## src/rtl/wb_write_queue.sv

```systemverilog
// wb_write_queue: write-back queue in front of the register-file write port.
// The ALU and load paths can each request one write per cycle. Accepted
// requests go into a circular FIFO, and exactly one entry drains per cycle
// into a registered write port.
//
// Ports:
//   clk, rst                   clock; asynchronous active-low reset
//   alu_valid/dest/result      ALU-path write request
//   mem_valid/dest/data        load-path write request (older when both fire)
//   in_ready                   at least two entries free; requests are dropped otherwise
//   src_1/src_2 -> pending_x   hazard query against queued entries and the live output
//   Dest_WB/Result_WB/writeBackEN  register-file write port (registered)
//   count/empty/overflow       occupancy, empty flag, sticky drop flag

module wb_wq_match (
  input  logic       vld,
  input  logic [3:0] dest,
  input  logic [3:0] src_1,
  input  logic [3:0] src_2,
  output logic       hit_1,
  output logic       hit_2
);
  assign hit_1 = vld && (dest == src_1);
  assign hit_2 = vld && (dest == src_2);
endmodule

module wb_write_queue #(
  parameter int DEPTH = 4
) (
  input  logic        clk,
  input  logic        rst,
  input  logic        alu_valid,
  input  logic [3:0]  alu_dest,
  input  logic [31:0] alu_result,
  input  logic        mem_valid,
  input  logic [3:0]  mem_dest,
  input  logic [31:0] mem_data,
  output logic        in_ready,
  input  logic [3:0]  src_1,
  input  logic [3:0]  src_2,
  output logic        pending_1,
  output logic        pending_2,
  output logic [3:0]  Dest_WB,
  output logic [31:0] Result_WB,
  output logic        writeBackEN,
  output logic [4:0]  count,
  output logic        empty,
  output logic        overflow
);
  localparam int PW = $clog2(DEPTH);

  typedef struct packed {
    logic [3:0]  dest;
    logic [31:0] data;
  } wb_ent_t;

  wb_ent_t [DEPTH-1:0] ent_q;
  logic    [DEPTH-1:0] ent_vld;
  logic    [PW-1:0]    rd_ptr, wr_ptr, alu_slot;
  logic    [4:0]       count_q;
  logic                push_m, push_a, do_pop;
  logic    [1:0]       n_push;
  logic    [DEPTH-1:0] hit_1, hit_2;

  // Admission depends only on registered occupancy. Keeping two entries free
  // guarantees room for a double push even when no pop happens.
  assign in_ready = (count_q <= 5'(DEPTH - 2));
  assign push_m   = in_ready && mem_valid;
  assign push_a   = in_ready && alu_valid;
  assign n_push   = {1'b0, push_m} + {1'b0, push_a};
  // The load entry goes in first, so the ALU entry lands one slot later when both fire.
  assign alu_slot = wr_ptr + PW'(push_m);
  assign do_pop   = (count_q != 5'd0);

  assign count = count_q;
  assign empty = (count_q == 5'd0);

  always_ff @(posedge clk or negedge rst) begin
    if (!rst) begin
      ent_q       <= '0;
      ent_vld     <= '0;
      rd_ptr      <= '0;
      wr_ptr      <= '0;
      count_q     <= '0;
      Dest_WB     <= '0;
      Result_WB   <= '0;
      writeBackEN <= 1'b0;
      overflow    <= 1'b0;
    end else begin
      // Pop and push slots never collide: pushes only happen with at least
      // two free entries, and a pop only happens when the queue is non-empty.
      if (do_pop) begin
        ent_vld[rd_ptr] <= 1'b0;
        Dest_WB         <= ent_q[rd_ptr].dest;
        Result_WB       <= ent_q[rd_ptr].data;
        rd_ptr          <= rd_ptr + PW'(1);
      end
      if (push_m) begin
        ent_q[wr_ptr]   <= '{dest: mem_dest, data: mem_data};
        ent_vld[wr_ptr] <= 1'b1;
      end
      if (push_a) begin
        ent_q[alu_slot]   <= '{dest: alu_dest, data: alu_result};
        ent_vld[alu_slot] <= 1'b1;
      end
      writeBackEN <= do_pop;
      wr_ptr      <= wr_ptr + PW'(n_push);
      count_q     <= count_q + 5'(n_push) - 5'(do_pop);
      if (!in_ready && (mem_valid || alu_valid))
        overflow <= 1'b1;
    end
  end

  // Per-entry hazard compare. Incoming requests are deliberately not included.
  for (genvar i = 0; i < DEPTH; i++) begin : g_match
    wb_wq_match u_match (
      .vld   (ent_vld[i]),
      .dest  (ent_q[i].dest),
      .src_1 (src_1),
      .src_2 (src_2),
      .hit_1 (hit_1[i]),
      .hit_2 (hit_2[i])
    );
  end

  assign pending_1 = (|hit_1) || (writeBackEN && (Dest_WB == src_1));
  assign pending_2 = (|hit_2) || (writeBackEN && (Dest_WB == src_2));

endmodule

```

## config.mk

```make
export PLATFORM = sky130hd
export DESIGN_NAME = wb_write_queue
export DESIGN_NICKNAME = d
export VERILOG_FILES = /design/src/rtl/wb_write_queue.sv
export SDC_FILE = /design/constraint.sdc
export NUM_CORES = 1
export LEC_CHECK = 0
export ABC_AREA = 0
export BUFFER_PORTS_ARGS = -buffer_cell sky130_fd_sc_hd__buf_2
export CORE_MARGIN = 4
export CORE_UTILIZATION = 25
export CTS_CLUSTER_DIAMETER = 150
export DETAILED_ROUTE_END_ITERATION = 12
export GPL_ROUTABILITY_DRIVEN = 0
export PLACE_DENSITY = 0.44
export SYNTH_ARGS = -nofsm -noshare
export SYNTH_HDL_FRONTEND = slang
export SYNTH_SLANG_ARGS = --single-unit
```

## constraint.sdc

```tcl
create_clock -name clk -period 4.3 [get_ports clk]
set_input_delay 1.075 -clock clk [delete_from_list [all_inputs] [get_ports clk]]
set_output_delay 1.075 -clock clk [all_outputs]
set_load 0.05 [all_outputs]
```

---- Word-level counts from Yosys, hierarchy flattened ----
Index checks and enable logic that the tools add are counted.
storage, ports and cells
  output and inout bits ................... 47
  register bits after elaboration ......... 195
  word-level logic and storage cells ...... 86
  bits in writable memories ............... 0
  memories ................................ 0
  input bits .............................. 84
  bits in latches ......................... 0
  ROM bits ................................ 0
operators by class
  add/sub/neg operators ................... 6
  shift operators ......................... 0
  reductions and logical operators ........ 24
  mux-type cells .......................... 19
  bitwise operators ....................... 4
  equality and inequality tests ........... 10
  multiply operators ...................... 0
  div/mod/pow operators ................... 0
  $lt $le $gt $ge ......................... 7
operator list
  operator            count
  $bwmux 144          2
  $mux 144            2
  $demux 36 s2        2
  $mux 36             3
  $bmux 36 s2         1
  $eq 4x4->1          10
  $logic_and 1x1->1   16
  $mux 4              3
  $lt 2x3->1 const B  3
  $or 4x4->4          2
  $reduce_or 4->1     2
  $demux 1 s2         3
  $ge 2x1->1 const B  3
  $add 5x2->5         1
  $le 5x2->1 const B  1
  $logic_not 5->1     1
  $reduce_bool 5->1   1
  $sub 5x1->5         1
  $and 4x4->4         1
  $not 4->4           1
  $logic_or 1x1->1    3
  $mux 1              3
  $add 1x1->2         1
  $add 2x1->2         1
  other kinds (3)     3

---- Logic depth before layout (Yosys ltp) ----
Gate-level depths: netlist (run 1).
  word-level depth ........................ 11
  depth in mapped cells ................... 19
  mapped depth without buffers ............ 18

---- By module ----
A second synthesis (run 1) with hierarchy kept.
second synthesis, totals
  cell total of the unflattened synthesis .. 1055
  area, all modules ....................... 10207.3 um^2
by module, submodules not included
  module          sequential area each (um^2)  cells an instance  area an instance (um^2)  instances
  wb_write_queue  4879.7                       1007               9796.9                   1
  wb_wq_match     0.0                          12                 102.6                    4

---- Least setup slack after synthesis (run 1) ----
Ideal clock, no wire load.
  path type ............................... flip-flop to flip-flop
  start ................................... register count_q[3] (netlist: count[3])
  end ..................................... register count_q[4] (netlist: count[4])
  cell stages (with the launch flop) ...... 20
  required time ........................... 4.175 ns
  library setup time ...................... 0.125 ns
  arrival time ............................ 3.500 ns
  path slack .............................. 0.675 ns
  cells stage by stage .................... dfrtp_1 > inv_1 > ha_1 > nor3b_2 > a31oi_4 > inv_2 > buf_6 > and2_1 > ha_1 > inv_1 > ha_1 > inv_1 > ha_1 > inv_1 > fa_1 > inv_1 > a21oi_1 > nor2_1 > nor2_1 > xor2_1
between the ends
  word-level cells in the longest chain between the ends .. 5
ends and longest elaborated chain
  element                                      RTL line  RTL
  from (decl)                                  60        logic [4:0] count_q;
  from (signal assigned)                       108       count_q <= count_q + 5'(n_push) - 5'(do_pop);
  $le 5x2->1 (*)                               67        assign in_ready = (count_q <= 5'(DEPTH - 2));
  named net in_ready                           38        output logic in_ready,
  $logic_and 1x1->1, on equally long branches  68, 69
  $add 1x1->2 (*)                              70        assign n_push = {1'b0, push_m} + {1'b0, push_a};
  $add 5x2->5 (*)                              108
  $sub 5x1->5 (*)                              108
Mark *: on every way through the listed nets, which the timed path passes. The rest lies on a longest branch.
A chain may end at the register's enable or synchronous reset.

---- Worst setup path in the final report (run 1) ----
  start ................................... register count_q[3] (netlist: count[3])
  end ..................................... register count_q[4] (netlist: count[4])
between the ends
  word-level cells in the longest chain between the ends .. 5
ends and longest elaborated chain
  element                                      RTL line
  $le 5x2->1                                   67
  $logic_and 1x1->1, on equally long branches  68, 69
  $add 1x1->2                                  70
  $add 5x2->5                                  108
  $sub 5x1->5 (*)                              108
Mark *: on every way between the ends. The rest lies on a longest branch, timed or not.

==> metrics, run 1 <==
outcome=complete, no violations; Num CTS Buffers=17; maximum vdd drop=0.273 mV; Fin Setup TNS=0 ns; Initial Util=0.254; I/O pin count=131; post-synthesis sequential area ratio=0.467; # setup viols final=0; # Max-Cap Violations=0; leading cell types by total area after synthesis=dfrtp_1 47%, nand2_1 14%, mux4_2 7.8%; core area=41100 um^2; Hold WS=0.464 ns; all-layer global routing usage=0.156; CTS-repair resized insts=0; cell area after layout=12100 um^2; vias in the first global route=8641; register area=4880 um^2; cts hold-fix bufs=0; YS warnings=0; Placed Area=around 11000 um^2; WL final=~35 mm; Tcrit/Tclk final=0.795; # rows=74; Avg WL per Cell=between 15 and 20 um; clock skew=0.0114 ns; main flop type after synthesis=dfrtp_1; crit path buf inv count=6; Synth Area per Inst=slightly above 9 um^2; hpwl dp=21.2 mm; RSZ-0062 raised after global routing=false; P_sw=3670 uW; 1st-pass router iterations=5; Clk pwr share=0.193; Cells after Synth=1143; CTS max path bufs=2; TritonCTS clock tree=done; fmax=0.293 GHz; Crit Path Class=flop to flop; combinational power share=0.417; CP Launch Type=flop; Post-CTS Setup Inserts=0; fin nets=1331; Min-Delay Path Class=flop to flop; Synth top cells by count=391 x nand2_1, 195 x dfrtp_1, 148 x nor2_1, 129 x a31oi_1, 36 x mux4_2; required time at the worst-slack endpoint=4.64 ns; Final Max Slew Viols=0; Buffers on Ports=130; Vias/cell=4.79; crit-path leading delay family=adder cells; Hold Crit Depth=2; critical path's most frequent cell=inv_1; # fillers=~4.4k; Slew headroom=0.283; Yosys top cell area share=0.467; crit-path cells=inv_1 -> ha_1 -> nor3b_2 -> a31oi_4 -> inv_2 -> and2_1 -> ha_1 -> inv_1 -> ha_1 -> inv_1 -> ha_1 -> inv_1 -> fa_1 -> inv_1 -> a21oi_1 -> nor2_1 -> nor2_1 -> xor2_1; worst-margin pin slew=around 1.1 ns; Slowest cell on crit path=fa_1; DRT iter0 DRCs=about 570; Worst Reg-to-Reg Cells=18; Clk Latency, worst-skew pair=0.45 ns; Seq cells post-synth=~200; internal power=5050 uW; initial antenna violation count=9; die width=212 um; die area=~45000 um^2; Tmin final=3.42 ns; Leak=0.00554 uW; area of the multi-input gates=5010 um^2; Reg clk slew, reported paths=roughly 0.08 ns; Sw Share=0.421; EDFF count, synth=0; CTS H-tree depth=4; syn_nets=1243; grt total ovfl=0; Reg power frac=0.391; largest net degree at the start of global routing=84; Worst EP arrival=~3.8 ns; Via Count=8524; ys async rst share=1.00; worst-path fanout max=11; Yosys top cell by area=dfrtp_1; CP endpoint kind=flop; layout cell share with drive strength beyond 1=0.222; Mapped Area=around 10000 um^2; global-route wire length before repair=53.6 mm; number of remaining DRC errors=0; Fin. Hold Viols=0; CP max stage delay=0.45 ns; Num Clock Sinks=195; Antenna Nets Post-Route=0; most common cell in the netlist=nand2_1; Area growth syn-to-layout=15.6%; WP depth=18; Synth cell types=37; Cell Pwr Density=722 nW/um^2; clk root buf=clkbuf_16; Die Span Y=212 um
==> power groups by stage <==
stage	Combinational, uW	Sequential, uW	Clock, uW
2_1_floorplan	2390	3720	0
3_3_place_gp	3630	3440	0
3_5_place_dp	3690	3450	0
4_1_cts	3700	3420	1740
5_1_grt	4030	3530	1810
6_report	3630	3410	1680
==> logic make-up after synthesis <==
family	after synthesis	synth area share
compound gates	158	0.107
xor+xnor	48	0.0402
buf+inv	99	0.0533
mux	36	0.0776
flops	195	0.467
fa+ha+maj	16	0.0199
simple gates	591	0.235
==> metrics by stage <==
step / setup WS (ns) / utilization / power (uW) / cells
floorplan: 0.675 / - / 6110 / 1143
global placement: 0.888 / 0.279 / 7070 / 1744
detailed placement: 0.866 / 0.279 / 7140 / 1744
CTS: 0.849 / 0.294 / 8850 / 1776
global route: 0.603 / 0.294 / 9370 / 1778
finish: 0.883 / 0.294 / 8710 / 1778
==> layout make-up <==
type                    count  share of cell area
inverters                  17             0.00528
well taps                 532              0.0551
multi-input cells         849               0.415
clock buffers              17              0.0352
repair buffers            151              0.0698
flip-flops and latches    195               0.405
diodes                      2            0.000415
clock inverters            15              0.0143
==> worst register-to-register path, cell delays in order (launching register included) <==
cell and delay [ns]:
dfrtp_1 0.34, inv_1 0.08, ha_1 0.19, nor3b_2 0.16, a31oi_4 0.33, inv_2 0.24, and2_1 0.24, ha_1 0.29
inv_1 0.05, ha_1 0.26, inv_1 0.06, ha_1 0.15, inv_1 0.06, fa_1 0.45, inv_1 0.07, a21oi_1 0.06
nor2_1 0.09, nor2_1 0.06, xor2_1 0.13
==> layer usage <==
metal	vias to the layer above	GRT usage	share of wire
met5	-	0	0.0027
met4	14	0.0349	0.011
met3	43	0.0333	0.053
met2	235	0.261	0.49
met1	4222	0.209	0.44
li1	4010	-	-
==> worst paths after layout <==
kind | startpoint | end | slack [ns]
worst min register to register | Result_WB[27] | Result_WB[27] | 0.46
max in group asynchronous | rst | ent_q[48] | 2.74
worst max register to register | count[3] | count[4] | 0.88
worst min-delay path | Result_WB[27] | Result_WB[27] | 0.46
min in group asynchronous | rst | ent_q[17] | 0.61
worst max-delay path | count[3] | count[4] | 0.88
==> state kept, by name (all words and copies together), names as in the netlist <==
register	flops
ent_q	144
count	5
rd_ptr	2
Dest_WB	4
overflow	1
wr_ptr	2
ent_vld	4
writeBackEN	1
Result_WB	32
==> cell usage in the layout, fill, tap and decap left out, drive strengths merged, types with 2 or more instances in the layout <==
master and n:
nand2 410, dfrtp 195, buf 151, a31oi 149
nor2 148, mux4 36, xor2 33, inv 23
clkbuf 17, xnor2 15, ha 15, nor3 8
nand3 7, a21oi 6, nor4 4, clkinvlp 4
nand4 3, clkinv 3, diode 2, and2 2
or3 2, nor2b 2, and3 2, bufinv 2
nor3b 2
Power figures use the tool's default switching activity.
==> inputs of run 2 (changes only) <==
--- a/config.mk
+++ b/config.mk
@@ -12,7 +12,7 @@
 export CTS_CLUSTER_DIAMETER = 150
 export DETAILED_ROUTE_END_ITERATION = 12
 export GPL_ROUTABILITY_DRIVEN = 0
-export PLACE_DENSITY = 0.44
+export PLACE_DENSITY = 0.45
 export SYNTH_ARGS = -nofsm -noshare
 export SYNTH_HDL_FRONTEND = slang
 export SYNTH_SLANG_ARGS = --single-unit
==> constraint.sdc (replaced) <==
create_clock -name clk -period 2.8 [get_ports clk]
set_input_delay 0.7 -clock clk [delete_from_list [all_inputs] [get_ports clk]]
set_output_delay 0.7 -clock clk [all_outputs]
set_load 0.05 [all_outputs]
==> metrics, run 2 (synthesis gave the netlist of run 1 again) <==
Tcrit/Tclk final=0.962; CP endpoint kind=flop; outcome=complete, no violations; RSZ-0062 raised after global routing=true; largest net degree at the start of global routing=63; crit path buf inv count=6; Antenna Nets Post-Route=0; DRT iter0 DRCs=614; initial antenna violation count=8; Reg clk slew, reported paths=around 0.080 ns; # setup viols final=0; layout cell share with drive strength beyond 1=0.245; register area=4890 um^2; Crit Path Class=flop to flop; CP max stage delay=roughly 0.37 ns; worst-margin pin slew=0.701 ns; Slew headroom=0.533; vias in the first global route=8523; most frequent cells in the layout=391 x nand2_1, 190 x dfrtp_1, 148 x nor2_1, 129 x a31oi_1, 129 x buf_2; Die Span Y=212 um; Slowest cell on crit path=fa_2; crit-path cells=inv_2 -> ha_4 -> nor3b_4 -> a31oi_4 -> inv_2 -> and2_4 -> ha_4 -> inv_2 -> ha_4 -> inv_2 -> ha_4 -> inv_2 -> fa_2 -> inv_2 -> a21oi_2 -> nor2_1 -> nor2_1 -> xor2_1; clk root buf=clkbuf_16; GR Util met2=0.260; Non-Filler Instances=1791; CTS H-tree depth=4; core area=slightly above 40000 um^2; Buffers on Ports=130; # rows=74; # Max-Cap Violations=0; CP Launch Type=flop; Final Max Slew Viols=0; fmax=0.371 GHz; I/O pin count=approximately 130; WL final=34.6 mm; Initial Util=0.254; crit-path leading delay family=adder cells; Placed Area=11800 um^2; maximum vdd drop=0.342 mV; Leak=0.00567 uW; Min-Delay Path Class=input pin to asynchronous set/reset pin; cell area after layout=12400 um^2; most common cell after layout, fill and taps aside=nand2_1; grt total ovfl=0; Tmin final=2.69 ns; all-layer global routing usage=0.155; Fin. Hold Viols=0; max reg flops=144; worst-path fanout max=4; gr busiest metal=met2; Worst EP arrival=between 3 and 4 ns; Avg WL per Cell=approximately 19 um; Vias/cell=around 4.8; CTS max path bufs=2; Placed Instances=1757; Reg with most FFs=ent_q; die width=212 um; Num Clock Sinks=195; fin nets=1345; 1st-pass router iterations=5; Via Count=8541; Area growth syn-to-layout=19.1%; met1 GRT Util=0.208; met3 Use GR=0.0328; Cell Pwr Density=1100 nW/um^2; # fillers=4369; area of the multi-input gates=5100 um^2; clock skew=approximately 0.016 ns; critical path's most frequent cell=inv_2; TritonCTS clock tree=done; number of remaining DRC errors=0; global-route wire length before repair=53.3 mm; required time at the worst-slack endpoint=3.12 ns; hpwl dp=21.6 mm; die area=45100 um^2; Num CTS Buffers=17; Clk Latency, worst-skew pair=0.45 ns
run 2: layout make-up:
| class | count | share of cell area |
|---|---|---|
| multi-input combinational | 849 | 0.410 |
| sequential | 195 | 0.393 |
| timing repair buffer | 165 | 0.0913 |
| tap | 532 | 0.0535 |
| clock buffer | 19 | 0.0348 |
| clock inverter | 13 | 0.0120 |
| inverter | 17 | 0.00513 |
| antenna | 1 | 0.000201 |
run 2: per-stage QoR:
step / total power [uW] / setup slack (ns) / utilization / hold WS, ns / TNS (ns)
floorplan: 9510 / -0.356 / - / 0.404 / -0.721
global placement: 11200 / 0.109 / 0.288 / 0.449 / 0
detailed placement: 11300 / 0.0937 / 0.288 / 0.452 / 0
CTS: 13900 / 0.0778 / 0.302 / 0.220 / 0
global route: 14700 / -0.0640 / 0.303 / 0.229 / -0.0640
finish: 13700 / 0.107 / 0.303 / 0.202 / 0
run 2: repair_timing:
action / CTS / global route
setup endpoints to repair: 0 / 1
gates resized for setup: 0 / 2
hold buffers: 0 / 0
setup buffers: 0 / 1
run 2: worst paths after layout:
| check | start | slack [ns] | end | depth (start not counted) |
|---|---|---|---|---|
| max in group asynchronous | rst | 1.88 | ent_q[116] | 2 |
| worst max-delay path | count[3] | 0.11 | count[4] | 18 |
| worst max register to register | count[3] | 0.11 | count[4] | 18 |
| worst min-delay path | rst | 0.20 | Dest_WB[2] | 1 |
| worst min register to register | Result_WB[27] | 0.46 | Result_WB[27] | 2 |
| min in group clk | Result_WB[27] | 0.46 | Result_WB[27] | 2 |
run 2: layer usage:
metal | up-vias | routed length [um]
met5 | - | 82
met4 | 12 | 352
met3 | 30 | 1640
met2 | 221 | 16700
met1 | 4243 | 15800
li1 | 4035 | -
run 2: where the power goes:
| group | leakage (uW) | internal, uW | switching, uW | total (uW) |
|---|---|---|---|---|
| clock | 0.000269 | 1330 | 1220 | 2550 |
| sequential | 0.00243 | 4110 | 923 | 5040 |
| combinational | 0.00297 | 2530 | 3570 | 6100 |
==> inputs of run 3 (changes only) <==
--- a/config.mk
+++ b/config.mk
@@ -7,7 +7,7 @@
 export LEC_CHECK = 0
 export ABC_AREA = 0
 export BUFFER_PORTS_ARGS = -buffer_cell sky130_fd_sc_hd__buf_2
-export CORE_MARGIN = 4
+export CORE_MARGIN = 2
 export CORE_UTILIZATION = 25
 export CTS_CLUSTER_DIAMETER = 150
 export DETAILED_ROUTE_END_ITERATION = 12
==> metrics, run 3 (synthesis gave the netlist of run 1 again) <==
outcome=complete, no violations; Cell Pwr Density=~1100 nW/um^2; TritonCTS clock tree=done; Post-CTS Setup Inserts=0; critical path's most frequent cell=inv_2; Area growth syn-to-layout=18.6%; Vias/cell=between 4 and 5; Fin. Hold Viols=0; Initial Util=0.255; max reg flops=roughly 140; Buffers on Ports=130; die width=around 210 um; worst-path fanout max=3; # Max-Cap Violations=0; combinational power share=0.442; Antenna Nets Post-Route=0; all-layer global routing usage=0.163; Reg clk slew, reported paths=0.07 ns; Via Count=8510; Num CTS Buffers=17; Num Clock Sinks=roughly 200; Slew headroom=0.545; CP Launch Type=flop; P_sw=5640 uW; layout cell share with drive strength beyond 1=0.243; Placed Area=11800 um^2; # setup viols final=0; number of remaining DRC errors=0; Clk pwr share=0.181; Sw Share=0.416; fin nets=approximately 1.3k; CP max stage delay=0.38 ns; most frequent cells in the layout=391 x nand2_1, 190 x dfrtp_1, 148 x nor2_1, 129 x a31oi_1, 129 x buf_2; Hold WS=0.180 ns; worst setup margin=between 0.1 and 0.15 ns; Slowest cell on crit path=dfrtp_2; core area=41000 um^2; Reg with most FFs=ent_q; required time at the worst-slack endpoint=3.13 ns; CTS max path bufs=2; Avg WL per Cell=19.3 um; Fin Setup TNS=0 ns; most common cell after layout, fill and taps aside=nand2_1; 1st-pass router iterations=5; global-route wire length before repair=53.8 mm; hpwl dp=20.8 mm; Tcrit/Tclk final=0.962; clock skew=0.0127 ns; Reg power frac=0.377; internal power=7900 uW; Min-Delay Path Class=input pin to asynchronous set/reset pin; worst-margin pin slew=0.683 ns; Crit Path Class=flop to flop; pre-CTS WS=~0.099 ns; clk root buf=clkbuf_16; Clk Latency, worst-skew pair=between 0.4 and 0.5 ns; Worst EP arrival=3.03 ns; RSZ-0062 raised after global routing=true; Tmin final=~2.7 ns; Die Span Y=208 um; die area=between 40000 and 50000 um^2; DRT iter0 DRCs=541; grt total ovfl=0; largest net degree at the start of global routing=74; Final Max Slew Viols=0; CP endpoint kind=flop; # fillers=~4.3k; WL final=about 34 mm; Leak=0.00565 uW; fmax=0.371 GHz; maximum vdd drop=0.451 mV; I/O pin count=131; CTS H-tree depth=4; crit-path cells=inv_2 -> ha_4 -> nor3b_4 -> a31oi_4 -> inv_2 -> and2_4 -> ha_4 -> inv_2 -> ha_4 -> inv_4 -> ha_4 -> inv_2 -> fa_2 -> inv_2 -> a21oi_2 -> nor2_1 -> nor2_1 -> xor2_1; initial antenna violation count=3; CTS-repair resized insts=0; cts hold-fix bufs=0; Overall Power=13500 uW; # rows=74; vias in the first global route=between 8k and 9k; cell area after layout=12400 um^2
run 3: power by group through the flow:
stage          Sequential, uW  Combinational (uW)  Clock [uW]
2_1_floorplan            5730                3780           0
5_1_grt                  5280                6620        2640
4_1_cts                  5120                6080        2530
3_5_place_dp             5170                6060           0
3_3_place_gp             5160                5980           0
6_report                 5100                5990        2440
run 3: area by class of cell:
cell class | count | area (um^2) | share of cell area
multi-input cells | 849 | 5100 | 0.412
flip-flops and latches | 195 | 4890 | 0.395
well taps | 532 | 666 | 0.0537
repair buffers | 160 | 1100 | 0.0887
inverters | 17 | 68.8 | 0.00555
clock inverters | 12 | 105 | 0.00848
diodes | 1 | 2.50 | 0.000202
clock buffers | 20 | 457 | 0.0369
run 3: path summary, 6_finish.rpt:
path	startpoint	to	slack, ns	depth (start not counted)
hold reg to reg	Result_WB[0]	Result_WB[0]	0.46	2
setup reg to reg	count[4]	count[4]	0.11	18
max in group asynchronous	rst	ent_q[127]	1.95	2
setup / recovery	count[4]	count[4]	0.11	18
hold / removal	rst	count[4]	0.18	1
min in group clk	Result_WB[0]	Result_WB[0]	0.46	2
run 3: per-layer routing:
metal / up-vias / wire length, um / GRT usage / share of wire
li1: 4026 / - / - / -
met1: 4207 / 15800 / 0.223 / 0.46
met2: 251 / 16400 / 0.268 / 0.48
met3: 22 / 1820 / 0.0308 / 0.053
met4: 4 / 383 / 0.0360 / 0.011
met5: - / 19 / 0 / 0.00055
run 3: critical path: cells and delay by family, from the launching register on:
family	cells	cell delay (ns)
flops	1	0.38
compound gates	2	0.23
buf+inv	6	0.31
fa+ha+maj	5	1.11
xor+xnor	1	0.13
simple gates	4	0.43
run 3: per-stage QoR:
stage,std cells,utilization
floorplan,1143,-
global placement,1753,0.288
detailed placement,1753,0.288
CTS,1785,0.302
global route,1786,0.302
finish,1786,0.302
